### src/rtl/mul16_seq.sv
// Sequential shift-and-add multiplier: low 16 bits of a*b[ITER-1:0] using one shared add16.
// Optional MUL16_EARLY_EXIT_EN: finish as soon as the remaining multiplier bits are all zero.

module add16 (
  input  logic [15:0] x,
  input  logic [15:0] y,
  output logic [15:0] sum
);
  logic [15:0] c;

  assign c[0] = 1'b0;
  for (genvar i = 0; i < 16; i++) begin : g_fa
    assign sum[i] = x[i] ^ y[i] ^ c[i];
    // Carry out of bit 15 is dropped, so no carry is generated for the top bit
    if (i < 15) begin : g_c
      assign c[i+1] = (x[i] & y[i]) | (c[i] & (x[i] ^ y[i]));
    end
  end
endmodule

module mul16_seq #(
  parameter int ITER = 16
) (
  input  logic        clock,
  input  logic        reset,
  input  logic        start,
  input  logic [15:0] a,
  input  logic [15:0] b,
  output logic        busy,
  output logic        valid,
  input  logic        ack,
  output logic [15:0] product
);
  localparam int CW = $clog2(ITER + 1);

  typedef enum logic [1:0] {IDLE, RUN, DONE} state_t;

  state_t        state;
  logic [15:0]   acc, mcand, mplier, sum, acc_nx;
  logic [CW-1:0] cnt;
  logic          last;

  add16 u_add (.x(acc), .y(mcand), .sum(sum));

  assign acc_nx = mplier[0] ? sum : acc;

`ifdef MUL16_EARLY_EXIT_EN
  assign last = (cnt == CW'(ITER - 1)) || ((mplier >> 1) == 16'd0);
`else
  assign last = (cnt == CW'(ITER - 1));
`endif

  // product is a registered copy so it survives acc being cleared at the next start
  always_ff @(posedge clock or posedge reset) begin
    if (reset) begin
      state   <= IDLE;
      busy    <= 1'b0;
      valid   <= 1'b0;
      product <= '0;
      acc     <= '0;
      mcand   <= '0;
      mplier  <= '0;
      cnt     <= '0;
    end else begin
      case (state)
        IDLE: if (start) begin
          acc    <= '0;
          mcand  <= a;
          mplier <= b;
          cnt    <= '0;
          busy   <= 1'b1;
          state  <= RUN;
        end
        RUN: begin
          acc    <= acc_nx;
          mcand  <= mcand << 1;
          mplier <= mplier >> 1;
          cnt    <= cnt + CW'(1);
          if (last) begin
            product <= acc_nx;
            busy    <= 1'b0;
            valid   <= 1'b1;
            state   <= DONE;
          end
        end
        DONE: if (ack) begin
          valid <= 1'b0;
          state <= IDLE;
        end
        default: begin
          busy  <= 1'b0;
          valid <= 1'b0;
          state <= IDLE;
        end
      endcase
    end
  end
endmodule

### config.mk
export PLATFORM = sky130hd
export DESIGN_NAME = mul16_seq
export DESIGN_NICKNAME = d
export VERILOG_FILES = /design/src/rtl/mul16_seq.sv
export SDC_FILE = /design/constraint.sdc
export NUM_CORES = 1
export LEC_CHECK = 0
export ABC_AREA = 1
export CAP_MARGIN = 20
export CORE_MARGIN = 2
export CORE_UTILIZATION = 60
export DETAILED_ROUTE_END_ITERATION = 8
export DONT_BUFFER_PORTS = 1
export HOLD_SLACK_MARGIN = 0.03
export PLACE_DENSITY = 0.76
export REMOVE_ABC_BUFFERS = 1
export SETUP_SLACK_MARGIN = 0.05
export SKIP_CTS_REPAIR_TIMING = 1
export SLEW_MARGIN = 15
export SYNTH_ARGS = -nofsm -noshare
export SYNTH_HDL_FRONTEND = slang
export SYNTH_HIERARCHICAL = 1
export SYNTH_SLANG_ARGS = --single-unit
### constraint.sdc
create_clock -name clock -period 7.7 [get_ports clock]
set_input_delay 1.54 -clock clock [delete_from_list [all_inputs] [get_ports clock]]
set_output_delay 1.54 -clock clock [all_outputs]
set_load 0.005 [all_outputs]
==> flow_metrics.tcl, run 1 <==
set metrics [dict create \
    ys_ff_latch 73 \
    met2WireLength_um 3490 \
    grt_pass1_vias 2757 \
    detail-route-antenna-nets 0 \
    drc_errors 0 \
    wl_met1_um 3300 \
    fp.dieH_um 81.3 \
    hold_class "reg -> reg" \
    antenna_found_initial 0 \
    rows 28 \
    crit_buf_inv 2 \
    worst_slack_ns 1.04 \
    grt_pass1_wl_um 12600 \
    grt_use_total_pct 25.0 \
    yosysWarnings 6 \
    final_nets 474 \
    drv_slew 0 \
    final-setup-viol-count 0 \
    layout_min_cycle_time_ns 6.66 \
    vias 2774 \
    finalCritPeriodShare_pct 86.5 \
    mappedNetlistArea_um2 3590 \
    slowest_delay_ns 0.41 \
    cpLargestDelayFamily "adder cells" \
    cts_buffers 9 \
    synthCells 429 \
    first_pass_iters 4 \
    dp_hpwl_um 4410 \
    irDropWorstVdd_v 0.000235 \
    top_layer "met4" \
    io_pins 54 \
    clk_pin_slew_ns 0.07 \
    fp.dieW_um 81.3 \
    cts-root-buf "clkbuf_8" \
    tns_ns 0 \
    status "complete, no violations" \
    stdcell_area_um2 3810 \
    p_leak_nw 1.94 \
    wl_met3_um 409 \
    tightest_slew_ns 0.921 \
    power_mw 1.44 \
    post_drt_wl_per_cell_um 14.6 \
    endpoint_kind "register" \
    clock_latency_ns 0.35 \
    ys_seq_area_share_pct 50.9 \
    cp-start-kind "register" \
    postSynthAreaPerCell_um2 8.36 \
    globalplace.congestion 0.783 \
    cp_data_required_time_ns 7.90 \
    post_dp_cell_area_um2 3600 \
    n_antenna_cell 0 \
    skew_ns 0.00583 \
    crit_fanout 3 \
    ctsHtreeMaxLevel 3 \
    portBuffers 0 \
    layout.cells.non_filler 501 \
    critPathKind "reg -> reg" \
    drive_gt1_share_pct 5.63 \
    wirelength_um 7330 \
    crit_chain "ha_1, inv_1, fa_1, inv_1, fa_1, fa_1, fa_1, fa_1, fa_1, fa_1, fa_1, fa_1, fa_1, fa_1, fa_1, fa_1, fa_1, nand3_1, nand2_1, nand2_1, o21ai_0, nand2_1, o21ai_0" \
    fmax_ghz 0.150 \
    core_um2 5850 \
    relSlewSlack_pct 38.6 \
    cpMostUsedCell "fa_1" \
    tritoncts "done" \
    synth_cell_type_count 18 \
    die_area_um2 6620 \
    dp_slack_ns 1.08 \
    cpMaxStageDelayCell "fa_1" \
    grt_max_degree 74 \
    start_util_pct 61.3 \
    gr-total-overflow 0 \
    cts.sinks 73 \
    hold_violations 0 \
    pwr_density_cell_nw_per_um2 378 \
    dp.cells 485 \
    cp.arrival_ns 6.86 \
    avgViaCountPerCell 5.54 \
    drv_cap 0 \
    first_iter_violations 183 \
    synthToLayoutAreaGrowth_pct 6.14 \
    grt_setup_unrepaired "false" \
    cts_buffer_depth 2 \
]
[stage by stage]
step                hold WS (ns)  utilization [%]
floorplan                  0.464                -
global placement           0.474             61.5
detailed placement         0.480             61.5
CTS                        0.494             65.1
global route               0.525             65.1
finish                     0.491             65.1
[flip-flops by register name, indices dropped and copies added (netlist names)]
signal / cells
acc: 16
mcand: 16
mplier: 16
product: 16
cnt: 5
state: 2
busy: 1
valid: 1
[synthesized netlist by cell type]
cell type  instances  area [µm²]
a21oi_1            1        5.00
buf_2             14        70.1
buf_4              2        15.0
clkbuf_1           7        26.3
dfrtp_1           73        1830
fa_1              14         280
ha_1               3        37.5
inv_1             32         120
inv_2              4        15.0
nand2_1          167         627
nand3_1           73         365
nand4_1            1        6.26
nor2_1             2        7.51
nor2_2             1        6.26
o21ai_0           31         155
o21ai_1            2        10.0
o22ai_1            1        6.26
xnor2_1            1        8.76
[area by class of cell]
| type | instances | area, µm² |
|---|---|---|
| well taps | 75 | 93.8 |
| repair buffers | 4 | 30.0 |
| inverters | 36 | 135 |
| fillers | 490 | 2040 |
| flip-flops and latches | 73 | 1830 |
| multi-input cells | 297 | 1520 |
| clock inverters | 2 | 35.0 |
| clock buffers | 14 | 173 |
[final timing paths]
kind,startpoint,endpoint,slack [ns],cells past startpoint
setup / recovery,mcand[0],acc[15],1.04,23
hold / removal,mplier[1],mplier[0],0.49,2
setup reg to reg,mcand[0],acc[15],1.04,23
hold reg to reg,mplier[1],mplier[0],0.49,2
max in group asynchronous,reset,mplier[11],5.75,2
min in group asynchronous,reset,mplier[10],1.33,2
[layout by cell type, fill, tap and decap left out]
master,instances
nand3_1,73
clkinv_2,1
o21ai_1,2
inv_2,5
buf_4,4
inv_1,31
nor2_1,2
nand2_1,167
dfrtp_1,73
a21oi_1,1
ha_1,3
clkbuf_8,12
xnor2_1,1
nand4_1,1
bufinv_16,1
fa_1,14
nor2_2,1
clkbuf_1,2
o22ai_1,1
o21ai_0,31
[power breakdown]
part | switching, mW | internal [mW] | total, mW
logic | 0.282 | 0.172 | 0.454
clock network | 0.137 | 0.176 | 0.313
registers | 0.139 | 0.532 | 0.671
[kinds of logic after synthesis]
| kind of cell | Yosys count | synth area share (%) |
|---|---|---|
| AND/OR/NAND/NOR | 244 | 28.2 |
| XOR/XNOR | 1 | 0.244 |
| adder cells (fa/ha/maj) | 17 | 8.86 |
| AO/OA/AOI/OAI | 35 | 4.92 |
| buffers and inverters | 59 | 6.87 |
| flip-flops | 73 | 50.9 |
[worst register-to-register path: stages, from the launching register on]
cell	delay (ns)
dfrtp_1	0.40
ha_1	0.20
inv_1	0.07
fa_1	0.16
inv_1	0.05
fa_1	0.39
fa_1	0.39
fa_1	0.40
fa_1	0.39
fa_1	0.41
fa_1	0.40
fa_1	0.39
fa_1	0.39
fa_1	0.40
fa_1	0.39
fa_1	0.39
fa_1	0.39
fa_1	0.41
nand3_1	0.10
nand2_1	0.05
nand2_1	0.05
o21ai_0	0.12
nand2_1	0.09
o21ai_0	0.11
[metal layers]
layer	up-vias	GRT usage, %
met2	73	40.4
met4	0	10.7
met5	-	0
met1	1351	32.5
li1	1339	-
met3	11	5.89
Power figures use the tool's default switching activity.
==> run 2: changes to the inputs <==
--- a/config.mk
+++ b/config.mk
@@ -12,6 +12,7 @@
 export DETAILED_ROUTE_END_ITERATION = 8
 export DONT_BUFFER_PORTS = 1
 export HOLD_SLACK_MARGIN = 0.03
+export MAX_ROUTING_LAYER = met4
 export PLACE_DENSITY = 0.76
 export REMOVE_ABC_BUFFERS = 1
 export SETUP_SLACK_MARGIN = 0.05
==> run 2 against run 1 <==
Compared with the run above:
- setup slack better by 0.0023 ns
- via count hardly changed
- clock skew is 0.00090 ns higher
- final cell count stayed put
- clock-buffer cell count stayed put
- critical endpoint unchanged
- combinational power hardly changed
- wire length is 0.30% lower
==> flow_metrics.tcl, run 2 (synthesis results as in run 1) <==
set metrics [dict create \
    status "complete, no violations" \
    crit_fanout 3 \
    nFillCells 490 \
    tns_ns 0 \
    avgViaCountPerCell 5.54 \
    critPathKind "reg -> reg" \
    layout_common_cells "167 x nand2_1, 73 x nand3_1, 73 x dfrtp_1, 31 x inv_1, 31 x o21ai_0" \
    drv_slew 0 \
    hold_violations 0 \
    core_um2 5850 \
    drv_cap 0 \
    cpLargestDelayFamily "adder cells" \
    slowest_delay_ns 0.41 \
    crit_buf_inv 3 \
    cp.arrival_ns 6.90 \
    pwr_density_cell_nw_per_um2 378 \
    drive_gt1_share_pct 5.63 \
    tightest_slew_ns 0.914 \
    grt_pass1_wl_um 12600 \
    cpMaxStageDelayCell "fa_1" \
    ctsHtreeMaxLevel 3 \
    fp.dieW_um 81.3 \
    skew_ns 0.00672 \
    cts.sinks 73 \
    n_antenna_cell 0 \
    cp_data_required_time_ns 7.95 \
    antenna_found_initial 0 \
    die_area_um2 6620 \
    start_util_pct 61.3 \
    portBuffers 0 \
    detail-route-antenna-nets 0 \
    first_iter_violations 180 \
    final_util_pct 65.1 \
    grt_setup_unrepaired "false" \
    tritoncts "done" \
    first_pass_iters 4 \
    gr-total-overflow 0 \
    cts-root-buf "clkbuf_8" \
    cts_buffers 9 \
    dp_hpwl_um 4410 \
    relSlewSlack_pct 38.9 \
    vias 2776 \
    grt_use_total_pct 25.8 \
    post_drt_wl_per_cell_um 14.6 \
    drc_errors 0 \
    synthToLayoutAreaGrowth_pct 6.14 \
    finalCritPeriodShare_pct 86.5 \
    hold_class "reg -> reg" \
    final_nets 474 \
    crit_chain "ha_1, inv_1, fa_1, inv_1, fa_1, fa_1, fa_1, fa_1, fa_1, fa_1, fa_1, fa_1, fa_1, fa_1, fa_1, fa_1, fa_1, inv_1, nand3_1, nand2_1, nand2_1, o21ai_0, nand2_1, o21ai_0" \
    io_pins 54 \
    globalplace.congestion 0.793 \
    layout_min_cycle_time_ns 6.66 \
    fmax_ghz 0.150 \
    cpMostUsedCell "fa_1" \
    irDropWorstVdd_v 0.000235 \
    cp-start-kind "register" \
    final_common_cell "nand2_1" \
    cts_buffer_depth 2 \
    grt_pass1_vias 2755 \
    endpoint_kind "register" \
    rows 28 \
    fp.dieH_um 81.3 \
    p_leak_nw 1.94 \
    clk_pin_slew_ns 0.07 \
    wirelength_um 7310 \
    clock_latency_ns 0.35 \
    final-setup-viol-count 0 \
    grt_max_degree 74 \
]
-- run 2: worst paths after layout --
kind,from,endpoint,slack (ns),depth (start not counted)
hold / removal,mplier[1],mplier[0],0.49,2
hold reg to reg,mplier[1],mplier[0],0.49,2
min in group asynchronous,reset,mplier[10],1.34,2
setup / recovery,mcand[0],acc[15],1.04,24
setup reg to reg,mcand[0],acc[15],1.04,24
max in group asynchronous,reset,mcand[11],5.77,2
-- run 2: layout make-up --
cell class,instances,area (µm²),share of cell area (%)
multi-input cells,297,1520,39.8
clock buffers,14,173,4.53
clock inverters,2,35.0,0.920
repair buffers,4,30.0,0.788
flip-flops and latches,73,1830,48.0
inverters,36,135,3.55
well taps,75,93.8,2.46
-- run 2: power breakdown --
| group | switching, mW | total [mW] | internal (mW) | leakage [nW] |
|---|---|---|---|---|
| sequential | 0.139 | 0.671 | 0.532 | 0.955 |
| combinational | 0.282 | 0.454 | 0.172 | 0.875 |
| clock | 0.138 | 0.314 | 0.176 | 0.107 |
-- run 2: routing by layer --
| metal | global-route usage, % | wire, µm | vias up |
|---|---|---|---|
| met3 | 5.67 | 321 | 11 |
| li1 | - | - | 1340 |
| met4 | 10.7 | 127 | 0 |
| met2 | 40.4 | 3470 | 67 |
| met5 | - | 0 | - |
| met1 | 32.6 | 3390 | 1358 |
-- run 2: worst register-to-register path, cell delays in order, from the launching register on --
cell     delay [ns]
dfrtp_1        0.40
ha_1           0.20
inv_1          0.07
fa_1           0.16
inv_1          0.05
fa_1           0.38
fa_1           0.40
fa_1           0.40
fa_1           0.39
fa_1           0.40
fa_1           0.40
fa_1           0.39
fa_1           0.39
fa_1           0.40
fa_1           0.39
fa_1           0.39
fa_1           0.39
fa_1           0.41
inv_1          0.07
nand3_1        0.07
nand2_1        0.06
nand2_1        0.04
o21ai_0        0.13
nand2_1        0.07
o21ai_0        0.11
-- run 2: metrics by stage --
stage                     instance area [µm²]  setup slack, ns  hold slack (ns)  power, mW  cells
after floorplan                          3480             1.40            0.464      0.997    406
after global placement                   3600             1.23            0.474       1.10    485
after detailed placement                 3600             1.08            0.480       1.13    485
after CTS                                3810             1.06            0.494       1.45    501
after global routing                     3810            0.764            0.525       1.58    501
final                                    3810             1.04            0.492       1.44    501
